==> src/rtl/mem_stage_pkg.sv <==
// Shared types and defaults for the pipeline memory-access stage.
// Provides the FSM state encoding and the decode of the {MemRead, MemWrite} control pair.
package mem_stage_pkg;

  localparam int DATA_W_DEFAULT  = 16;
  localparam int TIMEOUT_DEFAULT = 15;

  // Bit positions inside the 2-bit control field {MemRead, MemWrite}.
  localparam int SIG_MEMREAD  = 1;
  localparam int SIG_MEMWRITE = 0;

  typedef enum logic {
    IDLE = 1'b0,
    WAIT = 1'b1
  } state_t;

  typedef enum logic [1:0] {
    OP_ALU,
    OP_LOAD,
    OP_STORE,
    OP_ILLEGAL
  } mem_op_t;

  function automatic mem_op_t decode_op(input logic [1:0] sig);
    mem_op_t op;
    unique case ({sig[SIG_MEMREAD], sig[SIG_MEMWRITE]})
      2'b00:   op = OP_ALU;
      2'b10:   op = OP_LOAD;
      2'b01:   op = OP_STORE;
      default: op = OP_ILLEGAL;
    endcase
    return op;
  endfunction

endpackage

==> src/rtl/mem_timeout_counter.sv <==
// Saturating wait-cycle counter for an outstanding memory request.
// expired is combinational: it marks the un-acknowledged cycle that brings the count to TIMEOUT.
module mem_timeout_counter
  import mem_stage_pkg::*;
#(
  parameter int TIMEOUT = TIMEOUT_DEFAULT
) (
  input  logic clk,
  input  logic reset,
  input  logic i_clear,
  input  logic i_enable,
  output logic o_expired
);

  localparam int CNT_W = $clog2(TIMEOUT + 1);
  localparam logic [CNT_W-1:0] CNT_MAX  = CNT_W'(TIMEOUT);
  localparam logic [CNT_W-1:0] CNT_LAST = CNT_W'(TIMEOUT - 1);

  logic [CNT_W-1:0] r_count;

  // NOTE: state registers use non-blocking assignments so every flop samples
  // pre-edge values; the reset branch is inside the clocked block (synchronous).
  always_ff @(posedge clk) begin
    if (reset) begin
      r_count <= '0;
    end else if (i_clear) begin
      r_count <= '0;
    end else if (i_enable && (r_count != CNT_MAX)) begin
      r_count <= r_count + CNT_W'(1);
    end
  end

  assign o_expired = i_enable && (r_count >= CNT_LAST);

endmodule

==> src/rtl/mem_stage.sv <==
// Memory-access pipeline stage: loads/stores over a request/acknowledge port with
// timeout, upstream stall generation and a registered write-back output.
module mem_stage
  import mem_stage_pkg::*;
#(
  parameter int DATA_W  = DATA_W_DEFAULT,
  parameter int TIMEOUT = TIMEOUT_DEFAULT
) (
  input  logic              clk,
  input  logic              reset,
  input  logic              in_valid,
  input  logic [DATA_W-1:0] alu_result,
  input  logic [DATA_W-1:0] store_data,
  input  logic [1:0]        signals,
  output logic              stall,
  output logic              mem_req,
  output logic              mem_we,
  output logic [DATA_W-1:0] mem_addr,
  output logic [DATA_W-1:0] mem_wdata,
  input  logic [DATA_W-1:0] mem_rdata,
  input  logic              mem_ack,
  output logic              wb_valid,
  output logic [DATA_W-1:0] wb_data,
  output logic              mem_err
);

  state_t            r_state;
  logic              r_mem_req;
  logic              r_mem_we;
  logic [DATA_W-1:0] r_mem_addr;
  logic [DATA_W-1:0] r_mem_wdata;
  logic              r_wb_valid;
  logic [DATA_W-1:0] r_wb_data;
  logic              r_mem_err;

  mem_op_t w_op;
  logic    w_in_wait;
  logic    w_is_mem_op;
  logic    w_cnt_clear;
  logic    w_cnt_enable;
  logic    w_expired;

  assign w_op         = decode_op(signals);
  assign w_in_wait    = (r_state == WAIT);
  assign w_is_mem_op  = (w_op == OP_LOAD) || (w_op == OP_STORE);
  assign w_cnt_clear  = !w_in_wait;
  assign w_cnt_enable = w_in_wait && !mem_ack;

  mem_timeout_counter #(
    .TIMEOUT (TIMEOUT)
  ) u_timeout (
    .clk       (clk),
    .reset     (reset),
    .i_clear   (w_cnt_clear),
    .i_enable  (w_cnt_enable),
    .o_expired (w_expired)
  );

  // The final timeout cycle releases upstream, matching the cycle in which an ack would.
  assign stall = (w_in_wait && !mem_ack && !w_expired)
              || (!w_in_wait && in_valid && w_is_mem_op);

  always_ff @(posedge clk) begin
    if (reset) begin
      r_state     <= IDLE;
      r_mem_req   <= 1'b0;
      r_mem_we    <= 1'b0;
      r_mem_addr  <= '0;
      r_mem_wdata <= '0;
      r_wb_valid  <= 1'b0;
      r_wb_data   <= '0;
      r_mem_err   <= 1'b0;
    end else begin
      r_wb_valid <= 1'b0;
      unique case (r_state)
        IDLE: begin
          if (in_valid) begin
            unique case (w_op)
              OP_ALU: begin
                r_wb_data  <= alu_result;
                r_wb_valid <= 1'b1;
              end
              OP_LOAD, OP_STORE: begin
                r_mem_req   <= 1'b1;
                r_mem_we    <= (w_op == OP_STORE);
                r_mem_addr  <= alu_result;
                r_mem_wdata <= store_data;
                r_state     <= WAIT;
              end
              default: r_mem_err <= 1'b1;
            endcase
          end
        end
        WAIT: begin
          // Ack takes priority over a timeout landing in the same cycle.
          if (mem_ack) begin
            r_mem_req <= 1'b0;
            r_state   <= IDLE;
            if (!r_mem_we) begin
              r_wb_data  <= mem_rdata;
              r_wb_valid <= 1'b1;
            end
          end else if (w_expired) begin
            r_mem_req <= 1'b0;
            r_mem_err <= 1'b1;
            r_state   <= IDLE;
          end
        end
        default: r_state <= IDLE;
      endcase
    end
  end

  assign mem_req   = r_mem_req;
  assign mem_we    = r_mem_we;
  assign mem_addr  = r_mem_addr;
  assign mem_wdata = r_mem_wdata;
  assign wb_valid  = r_wb_valid;
  assign wb_data   = r_wb_data;
  assign mem_err   = r_mem_err;

endmodule

==> config.mk <==
export PLATFORM = sky130hd
export DESIGN_NAME = mem_stage
export DESIGN_NICKNAME = d
export VERILOG_FILES = /design/src/rtl/mem_stage_pkg.sv /design/src/rtl/mem_timeout_counter.sv /design/src/rtl/mem_stage.sv
export SDC_FILE = /design/constraint.sdc
export NUM_CORES = 1
export LEC_CHECK = 0
export ABC_CLOCK_PERIOD_IN_PS = 1300
export BUFFER_PORTS_ARGS = -buffer_cell sky130_fd_sc_hd__buf_2
export CORE_AREA = 2 2 92 94
export DETAILED_ROUTE_END_ITERATION = 10
export DIE_AREA = 0 0 94 96
export PLACE_DENSITY = 0.65
export SETUP_SLACK_MARGIN = 0.05
export SYNTH_ARGS = -nofsm -noshare
export SYNTH_HDL_FRONTEND = slang
export SYNTH_HIERARCHICAL = 1
export SYNTH_SLANG_ARGS = --single-unit
==> constraint.sdc <==
create_clock -name clk -period 1.3 [get_ports clk]
set_input_delay 0.065 -clock clk [delete_from_list [all_inputs] [get_ports clk]]
set_output_delay 0.065 -clock clk [all_outputs]
set_load 0.02 [all_outputs]
==> metrics, run 1 <==
Yosys reg bits 57; max incr delay on CP 340 ps; critical path type flip-flop to primary output; CP Data Arrival Time 1510 ps; crit path cell chain inv_2 > ha_4 > o2111a_2 > o31ai_4 > buf_6; worst setup margin -271 ps; clk slew on worst S/H paths 70 ps; Seq/Total Area, Yosys 49.0%; maximum vdd ir drop 515 uV; Hold Crit Class input pin to flip-flop; Final Hold Fails 0; failing checks negative setup slack; Hold Path Sink r_state$_SDFF_PP0_; post-route insts no fill 546; CP max stage cell dfxtp_2; WP data required 1240 ps; Worst Hold Launch reset; placed instance count 471; first-pass GRT wire length 11700 microns; Final Hold Slack 121 ps; share of cells above drive strength 1 43.5%; Final GP Congestion 0.715; dpl ws -19.4 ps; clock latency on the worst-skew pair 330 ps; 1st-iter DRT viols 27; Core ar. 8050 sq um; total grt overflow 0; skew final 11.6 ps; P_leak 1.76 nW; TritonCTS clock tree built; final worst path period need 1570 ps; Cell Area, Placed 3080 sq um; Starting Density 28.9%; slew of the pin with the lowest slew margin 478 ps; GRT Total Usage 17.0%; Pwr Total 4.62 mW; hold path depth 3; # IOs 107; Tcrit/Tclk final 121%; number of max-cap violations 0; crit path launch type flip-flop; CTS root buffer clkbuf_8; Routed WL 7530 microns; die area 9020 sq um; Fill cells 739; Pwr Density 1140 nW/um^2; post-DR vias/cell 4.47; Crit Path Max Fanout 2; Num CTS Buffers 9; RSZ-0062 raised after global routing yes; Post-route DRC 0; DRT Pass-1 Iters 4; H-tree levels 3; synthesized netlist cell count 264; Die Height 96 microns; Die Wd 94 microns; total number of vias 2438; CP endpoint kind primary output; final instance area 4040 sq um; initial antenna violation count 0; setup violators final 3; Reg-to-Reg End mem_err$_SDFFE_PP0P_; TritonCTS Sinks 57; Mapped Nets 323; Clock Path Buffers 2; main flop type after synthesis dfxtp_1; asr flop ratio synth 0%; Rows 33; FF-to-FF path depth 6; I/O Buffers 106; max-slew violation count 0; Max Clock Freq 637 MHz; Synth warnings 6; Syn Area/Cell 8.82 sq um; DP Wirelength 4520 microns; nets@finish 495; status complete, but fails checks; ANT nets after route 0; Synth cell types 37; Routed wire per std cell 13.8 microns; n_diodes 0; FF-to-FF Start u_timeout/r_count[0]$_SDFFE_PP0P_; worst rel slew slack 68.2%; synthesis-to-finish area growth 73.6%; Post-synth EDFFs 0; largest net degree at the start of global routing 41; worst reg-to-reg setup slack -40 ps; vias in the first global route 2584; synthesized cell area 2330 sq um
-- worst max-delay path, delay by kind of cell, from the launching register on --
family / cells / cell delay [ps]
DFF: 1 / 340
buffers and inverters: 2 / 200
adders and majority gates: 1 / 140
AOI/OAI and AO/OA: 2 / 480
-- logic make-up (layout without fill, tap and decap cells) --
kind of cell | after synthesis | count (layout) | share of synthesized area (%)
simple gates | 86 | 86 | 16.7
compound gates | 77 | 77 | 23.3
flops | 57 | 57 | 49.0
buf+inv | 39 | 216 | 8.27
fa+ha+maj | 5 | 5 | 2.69
-- per-layer routing --
layer	vias up	track usage [%]	wire, microns
li1	1228	-	-
met1	1115	17.6	3030
met2	80	32.7	3970
met3	15	3.52	363
met4	0	7.85	161
met5	-	0	0
-- Yosys cell counts, drive strengths merged, types with 2 or more instances --
master   number  area (sq um)
clkbuf        2          7.51
buf          14          98.8
a21oi        37           185
inv          23          86.3
nand3         3          20.0
o21ai        18           128
dfxtp        57          1140
a2111oi       2          25.0
nor2          3          11.3
nor2b         2          12.5
ha            5          62.6
nand2        66           248
nand3b        3          26.3
a22oi        16           170
-- worst max path at each step --
| stage | startpoint | end | slack [ps] | cells past startpoint |
|---|---|---|---|---|
| floorplan | u_timeout/r_count[0]$_SDFFE_PP0P_ | r_state$_SDFF_PP0_ | -60 | 5 |
| global placement | u_timeout/r_count[0]$_SDFFE_PP0P_ | stall | 8 | 5 |
| detailed placement | u_timeout/r_count[0]$_SDFFE_PP0P_ | stall | -20 | 5 |
| CTS | u_timeout/r_count[0]$_SDFFE_PP0P_ | stall | -280 | 5 |
| global route | u_timeout/r_count[0]$_SDFFE_PP0P_ | stall | -300 | 5 |
| finish | u_timeout/r_count[0]$_SDFFE_PP0P_ | stall | -270 | 5 |
-- what timing repair did --
| action | 4_1_cts | 5_1_grt |
|---|---|---|
| pin swaps | 13 | 12 |
| buffers inserted | 5 | 6 |
| hold buffers | 48 | 0 |
| gates resized for setup | 22 | 14 |
| cloned | 2 | 0 |
| hold endpoints to repair | 48 | 0 |
| setup endpoints to repair | 48 | 28 |
-- per-stage QoR --
step	TNS (ps)	util [%]
2_1_floorplan	-59.2	-
3_3_place_gp	0	38.2
3_5_place_dp	-22.7	38.2
4_1_cts	-296	49.1
5_1_grt	-834	50.2
6_report	-314	50.2
-- placed cells by master, fill, tap and decap left out, types with 3 or more instances in the layout --
cell | synthesis | final
o21ai_2 | 10 | 11
buf_12 | 0 | 6
inv_1 | 23 | 21
nand2_1 | 66 | 66
o21ai_1 | 6 | 6
buf_4 | 3 | 11
a21oi_1 | 37 | 35
buf_2 | 7 | 105
dlygate4sd3_1 | 0 | 48
buf_6 | 2 | 5
a22oi_2 | 10 | 16
ha_1 | 5 | 3
clkbuf_8 | 0 | 11
clkbuf_1 | 2 | 3
dfxtp_2 | 0 | 3
dfxtp_1 | 57 | 54
-- registers in the layout, summed over array words and instances (netlist names) --
signal / cells
mem_addr: 16
mem_wdata: 16
wb_data: 16
u_timeout/r_count: 4
mem_err: 1
mem_req: 1
mem_we: 1
r_state: 1
wb_valid: 1
-- cell type report --
class / instances / area [sq um] / share of cell area, %
Multi-Input combinational cell: 168 / 1130 / 28.0
Tap cell: 105 / 131 / 3.25
Timing Repair Buffer: 177 / 1330 / 32.8
Clock buffer: 14 / 163 / 4.02
Inverter: 23 / 86.3 / 2.14
Sequential cell: 57 / 1140 / 28.3
Clock inverter: 2 / 60.1 / 1.49
-- power by group --
part	switching, mW	internal (mW)
logic	0.451	0.402
clock network	0.687	1.19
registers	0.0485	1.84
total	1.19	3.43
(Power assumes the default switching activity.)
==> run 2, diff against run 1 <==
- CORE_AREA: 2 2 92 94 -> 2 2 105 82
- DIE_AREA: 0 0 94 96 -> 0 0 107 84
- REMOVE_ABC_BUFFERS: unset -> 1
- SLEW_MARGIN: unset -> 20
==> run 2 against run 1 <==
Against the previous run:
- the flow still finishes with violations (negative setup slack)
- largest power group unchanged
- clock power fell by 9%
- first-iteration DRC count rose by 120%
- largest cell class unchanged
- die area fell by 0.40%
- sequential share of layout area rose by 0.85 points
==> metrics, run 2 (synthesis results as in run 1) <==
status complete, but fails checks (unchanged); failing checks negative setup slack (unchanged); clock latency on the worst-skew pair 320 ps (was 330 ps); first-pass GRT wire length 11000 microns (was 11700 microns); # IOs 107 (unchanged); worst reg-to-reg setup slack -60 ps (was -40 ps); Num CTS Buffers 9 (unchanged); worst rel slew slack 80.4% (was 68.2%); setup violators final 20 (was 3); Hold Path Sink mem_addr[15]$_SDFFE_PP0P_ (was r_state$_SDFF_PP0_); worst setup margin -282 ps (was -271 ps); CP endpoint kind primary output (unchanged); Starting Density 28.8% (was 28.9%); 1st-iter DRT viols 59 (was 27); Tcrit/Tclk final 122% (was 121%); Core ar. 8090 sq um (was 8050 sq um); Hold Crit Class input pin to flip-flop (unchanged); CP max stage cell dfxtp_2 (unchanged); Reg-to-Reg End mem_err$_SDFFE_PP0P_ (unchanged); DP Wirelength 4470 microns (was 4520 microns); Pwr Density 1130 nW/um^2 (was 1140 nW/um^2); TritonCTS clock tree built (unchanged); TritonCTS Sinks 57 (unchanged); Final Hold Fails 0 (unchanged); CTS root buffer clkbuf_8 (unchanged); H-tree levels 3 (unchanged); largest net degree at the start of global routing 38 (was 41); I/O Buffers 106 (unchanged); clk slew on worst S/H paths 60 ps (was 70 ps); WP buf/inv 1 (was 2); P_leak 1.74 nW (was 1.76 nW); ANT nets after route 0 (unchanged); slew of the pin with the lowest slew margin 294 ps (was 478 ps); Crit Path Max Fanout 5 (was 2); DRT Pass-1 Iters 4 (unchanged); met2 WL 3580 microns (was 3970 microns); total grt overflow 0 (unchanged); top cell family by delay on the critical path compound AO/OA/AOI/OAI gates (unchanged); nets@finish 492 (was 495); synthesis-to-finish area growth 68.5% (was 73.6%); hold path depth 2 (was 3); uppermost routed layer met4 (unchanged); FF-to-FF path depth 5 (was 6); GRT Total Usage 15.8% (was 17.0%); number of max-cap violations 0 (unchanged); DRT met1 WL 3120 microns (was 3030 microns); Die Wd 107 microns (was 94 microns); Routed WL 7290 microns (was 7530 microns); Final GP Congestion 0.763 (was 0.715); max-slew violation count 0 (unchanged); n_diodes 0 (unchanged); post-DR vias/cell 4.41 (was 4.47); Post-route DRC 0 (unchanged); fin util 48.5% (was 50.2%); Routed wire per std cell 13.4 microns (was 13.8 microns); CP Data Arrival Time 1520 ps (was 1510 ps); met3 WL 483 microns (was 363 microns); FF-to-FF Start u_timeout/r_count[1]$_SDFFE_PP0P_ (was u_timeout/r_count[0]$_SDFFE_PP0P_); share of cells above drive strength 1 41.6% (was 43.5%); commonest non-fill, non-tap cell in the layout buf_2 (unchanged); total number of vias 2408 (was 2438); vias in the first global route 2356 (was 2584); Die Height 84 microns (was 96 microns); Rows 29 (was 33); die area 8990 sq um (was 9020 sq um); Worst Hold Launch reset (unchanged); dpl ws -64.3 ps (was -19.4 ps); final worst path period need 1580 ps (was 1570 ps); Clock Path Buffers 2 (unchanged); maximum vdd ir drop 738 uV (was 515 uV); initial antenna violation count 0 (unchanged); WP data required 1240 ps (about the same); crit path cell chain ha_4 > o2111a_1 > o31ai_2 > buf_4 (was inv_2 > ha_4 > o2111a_2 > o31ai_4 > buf_6); max incr delay on CP 360 ps (was 340 ps); most frequent cells in the layout buf_2, nand2_1, dfxtp_1 (unchanged); skew final 5.65 ps (was 11.6 ps); crit path launch type flip-flop (unchanged); critical path type flip-flop to primary output (unchanged); RSZ-0062 raised after global routing yes (unchanged); Max Clock Freq 632 MHz (was 637 MHz)
run 2: changes by cell type in the layout (fill, tap and decap cells not counted), sizes merged:
cell	delta
bufbuf	-1
clkbuf	+1
buf	-3
bufinv	-1
clkinv	+1
run 2: layer usage:
layer / track usage [%] / vias up
li1: - / 1223
met1: 18.1 / 1091
met2: 27.3 / 83
met3: 6.01 / 11
met4: 4.37 / 0
met5: 0 / -
run 2: worst register-to-register path: stages (launching register included):
cell	delay, ps
dfxtp_2	360
ha_4	160
o2111a_1	260
buf_4	150
a221oi_2	250
nor2_1	80
run 2: how the worst max path moves through the flow:
stage	from	end	slack, ps	depth (start not counted)
2_1_floorplan	r_state$_SDFF_PP0_	wb_data[0]$_SDFFE_PP0P_	-1370	3
3_3_place_gp	u_timeout/r_count[0]$_SDFFE_PP0P_	stall	-10	5
3_5_place_dp	u_timeout/r_count[0]$_SDFFE_PP0P_	stall	-60	5
4_1_cts	u_timeout/r_count[0]$_SDFFE_PP0P_	stall	-350	5
5_1_grt	u_timeout/r_count[0]$_SDFFE_PP0P_	stall	-360	5
6_report	u_timeout/r_count[1]$_SDFFE_PP0P_	stall	-280	4
run 2: per-stage QoR:
step | hold slack, ps | cells | total power [mW] | instance area (sq um) | setup TNS [ps]
floorplan | 134 | 248 | 2.25 | 2220 | -24830
global placement | 276 | 475 | 2.59 | 3080 | -10.8
detailed placement | 280 | 475 | 2.61 | 3080 | -114
CTS | 64.4 | 540 | 4.47 | 3790 | -421
global route | 69.7 | 546 | 4.67 | 3920 | -2320
finish | 77.6 | 546 | 4.44 | 3920 | -1120
run 2: repair_timing:
item,4_1_cts,5_1_grt
setup endpoints to repair,9,57
buffers inserted,1,5
gates resized for setup,10,14
hold endpoints to repair,48,0
cloned,0,1
pin swaps,2,22
hold buffers,48,0
run 2: cell type report:
| cell class | count | area [sq um] |
|---|---|---|
| multi-input combinational | 168 | 1080 |
| sequential | 57 | 1140 |
| fill | 749 | 4170 |
| clock inverter | 2 | 35.0 |
| timing repair buffer | 174 | 1270 |
| tap | 108 | 135 |
| clock buffer | 14 | 173 |
| inverter | 23 | 86.3 |
run 2: report_power, final:
part           switching, mW  total (mW)  internal (mW)
logic                  0.445       0.837          0.392
registers             0.0477        1.89           1.84
clock network          0.666        1.71           1.04
total                   1.16        4.44           3.28
==> run 3, diff against run 2 <==
- REMOVE_ABC_BUFFERS: 1 -> unset
==> run 3 against run 2 <==
Against the previous run:
- register-to-register slack lost 110 ps
- critical endpoint unchanged
- the run still ends with negative setup slack left
- design area is 4.8% higher
- sequential power about the same
- critical path type unchanged
- combinational power rose by 8.1%
- sequential share of layout area fell by 1.3 points
- first-iteration DRC count rose by 130%
- utilization rose by 2.3 points
==> metrics, run 3 (synthesis results as in run 1) <==
max-slew violation count 0 (unchanged); clock latency on the worst-skew pair 320 ps (about the same); skew final 7.39 ps (was 5.65 ps); share of cells above drive strength 1 47.4% (was 41.6%); GRT Total Usage 16.3% (was 15.8%); FF-to-FF path depth 7 (was 5); Routed WL 7510 microns (was 7290 microns); Final Hold Fails 0 (unchanged); CP endpoint kind primary output (unchanged); DP Wirelength 4540 microns (was 4470 microns); Fill cells 740 (was 749); crit path launch type flip-flop (unchanged); slew of the pin with the lowest slew margin 281 ps (was 294 ps); Max Clock Freq 644 MHz (was 632 MHz); TNS Setup -506 ps (was -1120 ps); FF-to-FF Start u_timeout/r_count[0]$_SDFFE_PP0P_ (was u_timeout/r_count[1]$_SDFFE_PP0P_); DRT Pass-1 Iters 4 (unchanged); CP startpoint u_timeout/r_count[0]$_SDFFE_PP0P_ (was u_timeout/r_count[1]$_SDFFE_PP0P_); Crit Path Max Fanout 2 (was 5); critical path type flip-flop to primary output (unchanged); worst setup margin -252 ps (was -282 ps); post-DR vias/cell 4.51 (was 4.41); Starting Density 28.8% (unchanged); maximum vdd ir drop 627 uV (was 738 uV); worst rel slew slack 81.2% (was 80.4%); Final GP Congestion 0.704 (was 0.763); final instance area 4110 sq um (was 3920 sq um); Post-route DRC 0 (unchanged); CP Data Arrival Time 1490 ps (was 1520 ps); Hold Path Sink wb_valid$_SDFF_PP0_ (was mem_addr[15]$_SDFFE_PP0P_); final worst path period need 1550 ps (was 1580 ps); die area 8990 sq um (unchanged); WP data required 1240 ps (about the same); clk slew on worst S/H paths 70 ps (was 60 ps); vias in the first global route 2487 (was 2356); Routed wire per std cell 13.6 microns (was 13.4 microns); H-tree levels 3 (unchanged); CTS root buffer clkbuf_8 (unchanged); commonest non-fill, non-tap cell in the layout buf_2 (unchanged); initial antenna violation count 0 (unchanged); Hold Crit Class input pin to flip-flop (unchanged); Pwr Total 4.49 mW (was 4.44 mW); Rows 29 (unchanged); Tcrit/Tclk final 119% (was 122%); n_diodes 0 (unchanged); synthesis-to-finish area growth 76.5% (was 68.5%); Clock Path Buffers 2 (unchanged); Pwr Density 1090 nW/um^2 (was 1130 nW/um^2); total number of vias 2493 (was 2408); TritonCTS clock tree built (unchanged); number of max-cap violations 0 (unchanged); worst reg-to-reg setup slack -170 ps (was -60 ps); post-route insts no fill 553 (was 546); ANT nets after route 0 (unchanged); RSZ-0062 raised after global routing yes (unchanged); most frequent cells in the layout buf_2, dfxtp_1, nand2_1 (was buf_2, nand2_1, dfxtp_1); status complete, but fails checks (unchanged); 1st-iter DRT viols 134 (was 59); nets@finish 499 (was 492); Num CTS Buffers 9 (unchanged); first-pass GRT wire length 11500 microns (was 11000 microns); total grt overflow 0 (unchanged); Core ar. 8090 sq um (unchanged); setup violators final 6 (was 20); placed instance count 477 (was 475); Die Wd 107 microns (unchanged); Worst Hold Launch in_valid (was reset); Die Height 84 microns (unchanged); largest net degree at the start of global routing 27 (was 38); hold path depth 3 (was 2); Reg-to-Reg End mem_err$_SDFFE_PP0P_ (unchanged); TritonCTS Sinks 57 (unchanged); P_leak 1.80 nW (was 1.74 nW); Cell Area, Placed 3120 sq um (was 3080 sq um); failing checks negative setup slack (unchanged); I/O Buffers 106 (unchanged); # IOs 107 (unchanged)
run 3: changes by cell type in the layout (fill, tap and decap cells not counted), moves of 4 or more:
| cell | change |
|---|---|
| a21oi_1 | -6 |
| buf_6 | +6 |
| nand2_1 | -14 |
| nand2_4 | +4 |
| nand2_2 | +10 |
| a21oi_2 | +6 |
run 3: final cells by class:
type                       instances  area [sq um]  area share, %
tap                              108           135           3.29
sequential                        57          1140           27.9
multi-input combinational        168          1180           28.8
timing repair buffer             181          1360           33.0
inverter                          23          86.3           2.10
clock buffer                      12           155           3.77
clock inverter                     4          51.3           1.25
run 3: per-layer routing:
| metal | track usage [%] | share of wire, % | up-vias |
|---|---|---|---|
| li1 | - | - | 1244 |
| met1 | 18.7 | 44 | 1155 |
| met2 | 29.1 | 50 | 90 |
| met3 | 5.07 | 6.1 | 4 |
| met4 | 4.37 | 0.45 | 0 |
| met5 | 0 | 0 | - |
run 3: worst max path at each step:
stage	end	slack (ps)
global route	stall	-330
CTS	stall	-280
detailed placement	mem_wdata[6]$_SDFFE_PP0P_	-50
global placement	mem_addr[10]$_SDFFE_PP0P_	-3
floorplan	r_state$_SDFF_PP0_	-60
finish	stall	-250
run 3: stage by stage:
step,hold WS [ps],worst slack [ps],util [%]
6_report,143,-252,50.8
5_1_grt,129,-326,50.8
4_1_cts,105,-276,48.7
3_5_place_dp,286,-53.6,38.5
3_3_place_gp,278,-2.50,38.5
2_1_floorplan,130,-59.2,-
run 3: worst max-delay path: stages, from the launching register on:
cell	delay (ps)
dfxtp_2	330
inv_2	50
ha_4	140
o2111a_2	280
o31ai_4	210
buf_6	150
run 3: report_power, final:
part	total [mW]	internal (mW)	switching, mW
Clock	1.68	0.990	0.692
Combinational	0.905	0.429	0.476
Sequential	1.90	1.84	0.0557
run 3: timing repair:
action,4_1_cts,5_1_grt
cloned,1,1
pin swaps,19,17
hold buffers,48,0
resized for setup,19,36
setup buffers,4,7
hold endpoints to repair,48,0
setup endpoints to repair,45,37
